`config.mk`:
```
export PLATFORM = sky130hd
export DESIGN_NAME = serial_sub_seq_flat
export DESIGN_NICKNAME = d
export VERILOG_FILES = /design/src/rtl/serial_sub_seq_pkg.sv /design/src/rtl/serial_sub_seq_if.sv /design/src/rtl/serial_sub_seq_fs_bit.sv /design/src/rtl/serial_sub_seq.sv /design/src/flat_wrapper.sv
export SDC_FILE = /design/constraint.sdc
export NUM_CORES = 1
export LEC_CHECK = 0
export BUFFER_PORTS_ARGS = -buffer_cell sky130_fd_sc_hd__clkbuf_2
export CORE_MARGIN = 2
export CORE_UTILIZATION = 36
export CTS_CLUSTER_SIZE = 28
export DETAILED_ROUTE_END_ITERATION = 10
export PLACE_DENSITY = 0.57
export SYNTH_ARGS = -nofsm -noshare
export SYNTH_HDL_FRONTEND = slang
export SYNTH_HIERARCHICAL = 1
export SYNTH_SLANG_ARGS = --single-unit
```
`constraint.sdc`:
```
create_clock -name clk -period 3.8 [get_ports clk]
set_input_delay 0.57 -clock clk [delete_from_list [all_inputs] [get_ports clk]]
set_output_delay 0.57 -clock clk [all_outputs]
set_load 0.03 [all_outputs]
```
`src/rtl/serial_sub_seq_pkg.sv`:
```
// serial_sub_pkg: shared state encoding for the bit-serial subtractor
package serial_sub_pkg;
  typedef enum logic [1:0] {
    IDLE = 2'd0,
    RUN  = 2'd1,
    DONE = 2'd2
  } state_t;
endpackage

```
`src/rtl/serial_sub_seq_if.sv`:
```
// serial_sub_seq_if: operand/result handshake bundle for the serial subtractor
interface serial_sub_seq_if #(parameter int WIDTH = 8) ();
  logic             in_valid;
  logic             in_ready;
  logic [WIDTH-1:0] a;
  logic [WIDTH-1:0] b;
  logic             bin;
  logic             out_valid;
  logic             out_ready;
  logic [WIDTH-1:0] diff;
  logic             bout;
  logic             ovf;
  logic             busy;
  modport master (output in_valid, a, b, bin, out_ready, input in_ready, out_valid, diff, bout, ovf, busy);
  modport slave  (input in_valid, a, b, bin, out_ready, output in_ready, out_valid, diff, bout, ovf, busy);
endinterface

```
`src/rtl/serial_sub_seq_fs_bit.sv`:
```
// fs_bit: combinational one-bit full subtractor cell
module fs_bit (
  input  logic a,
  input  logic b,
  input  logic bi,
  output logic d,
  output logic bo
);
  assign d  = a ^ b ^ bi;
  assign bo = (~a & b) | (~a & bi) | (b & bi);
endmodule

```
`src/rtl/serial_sub_seq.sv`:
```
// serial_sub_seq: bit-serial a - b - bin using one full-subtractor cell over WIDTH cycles
module serial_sub_seq
  import serial_sub_pkg::*;
#(
  parameter int WIDTH = 8
) (
  input logic              clk,
  input logic              rst,
  serial_sub_seq_if.slave  io
);
  localparam int CW = $clog2(WIDTH) + 1;
  state_t st, st_n;
  logic [WIDTH-1:0] sa, sb, diff_r;
  logic [CW-1:0] cnt;
  logic br, bout_r, ovf_r, d, bo, last;
  fs_bit u_cell (.a(sa[0]), .b(sb[0]), .bi(br), .d(d), .bo(bo));
  assign last = cnt == CW'(WIDTH - 1);
  // state register
  always_ff @(posedge clk) st <= rst ? IDLE : st_n;
  // next-state logic; the unused encoding falls back to IDLE
  always_comb begin
    st_n = st == IDLE ? (io.in_valid ? RUN : IDLE) :
           st == RUN  ? (last ? DONE : RUN) :
           st == DONE ? (io.out_ready ? IDLE : DONE) : IDLE;
  end
  // handshake and result outputs
  always_comb begin
    io.in_ready  = st == IDLE;
    io.out_valid = st == DONE;
    io.busy      = st == RUN || st == DONE;
    io.diff      = diff_r;
    io.bout      = bout_r;
    io.ovf       = ovf_r;
  end
  // operand shift registers, borrow chain, counter and result capture
  always_ff @(posedge clk) begin
    if (rst) begin
      sa     <= '0;
      sb     <= '0;
      br     <= 1'b0;
      cnt    <= '0;
      diff_r <= '0;
      bout_r <= 1'b0;
      ovf_r  <= 1'b0;
    end else if (st == IDLE && io.in_valid) begin
      sa     <= io.a;
      sb     <= io.b;
      br     <= io.bin;
      cnt    <= '0;
      diff_r <= '0;
    end else if (st == RUN) begin
      sa     <= sa >> 1;
      sb     <= sb >> 1;
      br     <= bo;
      diff_r <= WIDTH'({d, diff_r} >> 1);
      cnt    <= last ? cnt : cnt + CW'(1);
      if (last) begin
        bout_r <= bo;
        ovf_r  <= (sa[0] != sb[0]) && (d != sa[0]);
      end
    end
  end
endmodule

```
`src/flat_wrapper.sv`:
```
// flat-port wrapper written by rule: the top's interface ports become plain ports
module serial_sub_seq_flat import serial_sub_pkg::*;
#(
  parameter int WIDTH = 8
)
  (clk, rst, io_in_valid, io_a, io_b, io_bin, io_out_ready, io_in_ready, io_out_valid, io_diff, io_bout, io_ovf, io_busy);
  serial_sub_seq_if #(.WIDTH(WIDTH)) io_i ();
  input logic clk;
  input logic rst;
  input wire logic [$bits(io_i.in_valid)-1:0] io_in_valid;
  input wire logic [$bits(io_i.a)-1:0] io_a;
  input wire logic [$bits(io_i.b)-1:0] io_b;
  input wire logic [$bits(io_i.bin)-1:0] io_bin;
  input wire logic [$bits(io_i.out_ready)-1:0] io_out_ready;
  output wire logic [$bits(io_i.in_ready)-1:0] io_in_ready;
  output wire logic [$bits(io_i.out_valid)-1:0] io_out_valid;
  output wire logic [$bits(io_i.diff)-1:0] io_diff;
  output wire logic [$bits(io_i.bout)-1:0] io_bout;
  output wire logic [$bits(io_i.ovf)-1:0] io_ovf;
  output wire logic [$bits(io_i.busy)-1:0] io_busy;
  assign io_i.in_valid = io_in_valid;
  assign io_i.a = io_a;
  assign io_i.b = io_b;
  assign io_i.bin = io_bin;
  assign io_i.out_ready = io_out_ready;
  assign io_in_ready = io_i.in_ready;
  assign io_out_valid = io_i.out_valid;
  assign io_diff = io_i.diff;
  assign io_bout = io_i.bout;
  assign io_ovf = io_i.ovf;
  assign io_busy = io_i.busy;
  serial_sub_seq #(.WIDTH(WIDTH)) u_core (.clk(clk), .rst(rst), .io(io_i));
endmodule
```
==> out/results.tsv, run 1 <==
metric	value	unit
required	4.01	ns
synth_top_family_by_area	multiplexers	
whs_path_depth	2	
drv_slew	0	
period_share	56.7	%
rrSetupSlack	1.65	ns
io_pins	34	
critPathMaxFanout	17	
area_growth_syn_to_layout	18.3	%
fp.dieArea	4600	um^2
status	complete, no violations	
clockBufferDepth	2	
post_cts_buffers	0	
diodes	0	
setup_tns	0	ns
ys_ff_latch	33	
dpl-instance-area	1650	um^2
synth.net_count	176	
grt.overflow.total	0	
synth-xor-area-share	0	%
cts_buffers	5	
total_power	0.719	mW
htreeDepth	2	
yosysWarnings	6	
max_cap_violations	0	
design_area	1740	um^2
firstDrtPassIters	4	
grtUsageTotal	14.6	%
endpoint_kind	register	
cts_tree	built	
hp-class	reg2reg	
fin_worst_skew	0.00855	ns
fp-row-count	23	
hpwl	2120	um
cp-start-kind	register	
muxShareOfSynthArea	15.7	%
layout_common_cells	clkbuf_2, dfxtp_1, mux2i_1, nor2_1, a211oi_1	
die_h	67.9	um
grt_pass1_vias	1102	
synth_area	1470	um^2
synth_cells	150	
cts_hold_buf	0	
core_region_area	3970	um^2
synth_compound_area_share	13.5	%
synth-seq-area-share	45.0	%
nets	209	
layout-drive-gt1-share	24.6	%
irDropWorstVdd	0.231	mV
p_per_area	414	nW/um^2
worstPathBufferInverterCount	2	
clkSlewWorstSetupHoldPaths	0.07	ns
wl_per_cell	12.4	um
drtIter0Drc	13	
initial_core_util	37.0	%
rsz0062_at_grt	no	
cp_num_cells	6	
drt-total-wl	2880	um
synthDistinctLibCells	28	
fmax	0.465	GHz
hp-start	u_core/io.ovf	
clockRootBuffer	clkbuf_8	
routed_via_density	4.89	
worst-slew-pin-transition	0.768	ns
num_vias	1139	
post-route-drc-count	0	
min_to	u_core/io.ovf	
cpPeakStageDelay	0.66	ns
cp_top_family	adder cells	
num-fill-cells	406	
cp.arrival	2.36	ns
timing.rr.end	u_core/cnt[3]	
path_class	reg2reg	
cts_resized	0	
hold_ws	0.486	ns
syn_avg_cell_area	9.78	um^2
die_w	67.9	um
yosys.area_share.simple	15.4	%
p_leak	0.711	nW
place_congestion	0.774	
synth_fa_ha_area_share	4.77	%
clock_latency	0.28	ns
slew_headroom	48.8	%
synth_edf_count	0	
antenna_left	0	
layout_min_cycle_time	2.15	ns
setup_viol	0	
ys.flop_type	dfxtp_1	
portBuffers	33	
cts.sinks	33	
grt_antenna_before_repair	0	
final_util	43.7	%
worstRegToRegCells	6	
synthArstFlopShare	0	%
grt_pass1_wl	4980	um
hold_violations	0	
rr_startpoint	u_core/st[1]	
path_cells	inv_1 -> ha_1 -> buf_4 -> nand4_1 -> or3_1 -> a21oi_2	
critical-path-slowest-cell	ha_1	
grt_max_degree	23	
-- worst max-delay path by stage --
stage,start,endpoint,slack (ns)
after global routing,u_core/st[1],u_core/cnt[3],1.51
after detailed placement,u_core/st[1],u_core/cnt[3],1.67
final,u_core/st[1],u_core/cnt[3],1.65
after CTS,u_core/st[1],u_core/cnt[3],1.65
after global placement,u_core/st[1],u_core/cnt[3],1.75
after floorplan,u_core/sa[0],u_core/io.ovf,2.06
-- report_power, final --
part	internal, mW	switching, mW	leakage, nW	total [mW]
Sequential	0.364	0.0106	0.270	0.374
Combinational	0.0385	0.0500	0.396	0.0884
Clock	0.143	0.113	0.0443	0.257
-- synth_stat cells, types with 2 or more instances --
master	count	area, um^2
nand3_1	3	15.0
or3_1	3	18.8
a211oi_1	16	120
nand3b_1	2	15.0
inv_1	6	22.5
dfxtp_1	33	661
mux2i_1	23	230
buf_2	3	15.0
nor2_1	23	86.3
ha_1	4	50.1
a21oi_1	8	40.0
clkbuf_1	3	11.3
nand4_1	2	12.5
nand2_1	4	15.0
o21ai_0	4	20.0
-- registers in the layout, indices dropped and copies added, names as in the netlist --
signal,flops
u_core/sb,8
u_core/io.bout,1
u_core/br,1
u_core/io.diff,8
u_core/cnt,4
u_core/io.ovf,1
u_core/sa,8
u_core/st,2
-- metal layers --
metal	GRT usage (%)	up-vias	wire length, um
met2	23.4	16	1390
met5	0	-	0
li1	-	597	-
met3	6.58	2	141
met4	4.50	0	14
met1	17.6	524	1330
-- layout make-up --
| cell class | count | area, um^2 | share of cell area [%] |
|---|---|---|---|
| clock buffers | 7 | 86.3 | 4.97 |
| inverters | 6 | 22.5 | 1.30 |
| multi-input cells | 102 | 724 | 41.7 |
| flip-flops and latches | 33 | 661 | 38.0 |
| well taps | 50 | 62.6 | 3.60 |
| repair buffers | 35 | 180 | 10.4 |
-- cells by family after synthesis --
kind of cell,after synthesis
buffers and inverters,15
adders and majority gates,5
DFF,33
and+or+nand+nor,44
AOI/OAI and AO/OA,30
muxes,23
-- per-stage QoR --
stage / setup slack, ns / instances
after floorplan: 2.06 / 150
after global placement: 1.75 / 226
after detailed placement: 1.67 / 226
after CTS: 1.65 / 233
after global routing: 1.51 / 233
final: 1.65 / 233
-- worst reg2reg max path, stage by stage, from the launching register on --
cell and delay (ns):
dfxtp_1 0.31, inv_1 0.08, ha_1 0.66, buf_4 0.39
nand4_1 0.15, or3_1 0.34, a21oi_2 0.14
Note: power is estimated with default switching activity, not from simulation.
==> inputs of run 2 (changes only) <==
- ABC_AREA: unset -> 1
- PLACE_DENSITY: 0.57 -> 0.59
- clock period: 3.8 -> 1.9 ns (I/O delays scaled with it)
==> out/results.tsv, run 2 <==
metric	value	unit
status	complete, no violations	
grt.overflow.total	0	
placed_cells	288	
endpoint	u_core/br	
cts.sinks	33	
hold_violations	0	
clock_latency	0.28	ns
synth_cells	210	
grt_antenna_before_repair	0	
layout_min_cycle_time	1.50	ns
timing.rr.end	u_core/br	
cts_buffers	5	
max_cap_violations	0	
initial_core_util	37.9	%
cp-start-kind	register	
htreeDepth	2	
die_h	69.1	um
synth_fa_ha_area_share	4.59	%
path_class	reg2reg	
synthDistinctLibCells	25	
place_congestion	0.744	
clkSlewWorstSetupHoldPaths	0.06	ns
post-route-drc-count	0	
fp.dieArea	4780	um^2
die_w	69.1	um
hold_ws	0.208	ns
synth.net_count	236	
synth_edf_count	0	
muxShareOfSynthArea	0	%
cts_hold_buf	0	
dpl-instance-area	1710	um^2
yosysWarnings	6	
worstRegToRegCells	9	
drv_slew	0	
synthTopCellsByCount	nand2_1, dfxtp_1, a21oi_1	
path_cells	inv_1 -> ha_1 -> inv_6 -> nand2_2 -> clkinv_2 -> nand2_1 -> nand3_1 -> nand2_1 -> inv_1	
worst-slew-pin-transition	0.342	ns
ys.flop_type	dfxtp_1	
routed_via_density	4.61	
cp.arrival	1.67	ns
core_region_area	4030	um^2
clockRootBuffer	clkbuf_8	
synthArstFlopShare	0	%
rr_startpoint	u_core/st[1]	
final_cells	295	
design_area	1800	um^2
grt_pass1_wl	5440	um
wl_per_cell	10.6	um
fp-row-count	23	
fmax	0.668	GHz
synth-seq-area-share	43.3	%
cts_resized	0	
io_pins	34	
synth_area	1530	um^2
cpPeakStageDelay	0.35	ns
critical-path-slowest-cell	ha_1	
synth_top_family_by_area	simple AND/OR/NAND/NOR gates	
drtIter0Drc	115	
nets	271	
syn_avg_cell_area	7.27	um^2
clockBufferDepth	2	
hp-class	in2reg	
area_growth_syn_to_layout	17.6	%
layout-drive-gt1-share	22.0	%
yosysTopAreaCell	dfxtp_1	
antenna_left	0	
synth.area.top_cells	dfxtp_1, nand2_1, a21oi_1	
portBuffers	33	
post_cts_buffers	0	
p_per_area	834	nW/um^2
synth_top_cell_area_share	43.3	%
endpoint_kind	register	
synth-xor-area-share	0	%
drt-total-wl	3140	um
cts_tree	built	
yosys.area_share.simple	26.6	%
setup_viol	0	
hpwl	2340	um
slew_headroom	77.2	%
layout_common_cells	nand2_1, clkbuf_2, dfxtp_1	
ys_ff_latch	33	
critPathLaunch	u_core/st[1]	
num_vias	1359	
synth_most_common_cell	nand2_1	
firstDrtPassIters	4	
final_common_cell	nand2_1	
final_util	44.6	%
diodes	0	
required	2.08	ns
grt_max_degree	22	
fin_worst_skew	0.00457	ns
synth_compound_area_share	15.0	%
grtUsageTotal	13.8	%
setup_tns	0	ns
period_share	78.8	%
critPathMaxFanout	14	
rrSetupSlack	0.40	ns
rsz0062_at_grt	no	
irDropWorstVdd	0.398	mV
p_leak	0.809	nW
grt_pass1_vias	1206	
run 2: cell types whose count changed in the layout (fill, tap and decap cells not counted), moves of 5 or more:
cell,previous run,this run
inv_1,6,15
nor2_1,23,9
nand3_1,3,8
a21oi_1,8,23
o21ai_1,0,11
mux2i_1,23,0
a211oi_1,16,0
nand2_1,4,76
run 2: critical path: cells and delay by family (launching register included):
kind / cells / cell delay (ns)
adder cells (fa/ha/maj): 1 / 0.35
buffers and inverters: 4 / 0.39
AND/OR/NAND/NOR: 4 / 0.35
flip-flops: 1 / 0.31
run 2: worst min path at each step:
| stage | start | endpoint | slack, ns | depth (start not counted) |
|---|---|---|---|---|
| after floorplan | rst | u_core/sa[1] | 0.35 | 1 |
| after global placement | u_core/sa[2] | u_core/sa[2] | 0.46 | 2 |
| after detailed placement | u_core/sb[3] | u_core/sb[3] | 0.46 | 2 |
| after CTS | rst | u_core/io.bout | 0.20 | 2 |
| after global routing | rst | u_core/io.bout | 0.22 | 2 |
| final | rst | u_core/io.bout | 0.21 | 2 |
run 2: logic make-up after synthesis:
logic type	count (synthesis)
AOI/OAI and AO/OA	44
and+or+nand+nor	100
adders and majority gates	5
DFF	33
buffers and inverters	28
run 2: cell type report:
cell class / count / area [um^2]
well taps: 50 / 62.6
fillers: 443 / 2230
inverters: 18 / 73.8
repair buffers: 38 / 203
flip-flops and latches: 33 / 661
clock buffers: 6 / 82.6
multi-input cells: 149 / 706
clock inverters: 1 / 7.51
run 2: stage by stage:
stage	worst slack, ns	power (mW)
floorplan	0.461	0.941
global placement	0.432	0.987
detailed placement	0.402	0.988
CTS	0.383	1.52
global route	0.206	1.57
finish	0.403	1.50
run 2: metal layers:
| metal | GRT usage (%) | vias up | wire (um) |
|---|---|---|---|
| met5 | 0 | - | 0 |
| met4 | 3.27 | 0 | 14 |
| met3 | 4.97 | 2 | 188 |
| met2 | 21.7 | 30 | 1390 |
| met1 | 18.0 | 587 | 1550 |
| li1 | - | 740 | - |
run 2: power breakdown:
part,switching (mW),internal [mW]
logic,0.141,0.0811
registers,0.0208,0.729
clock network,0.241,0.286
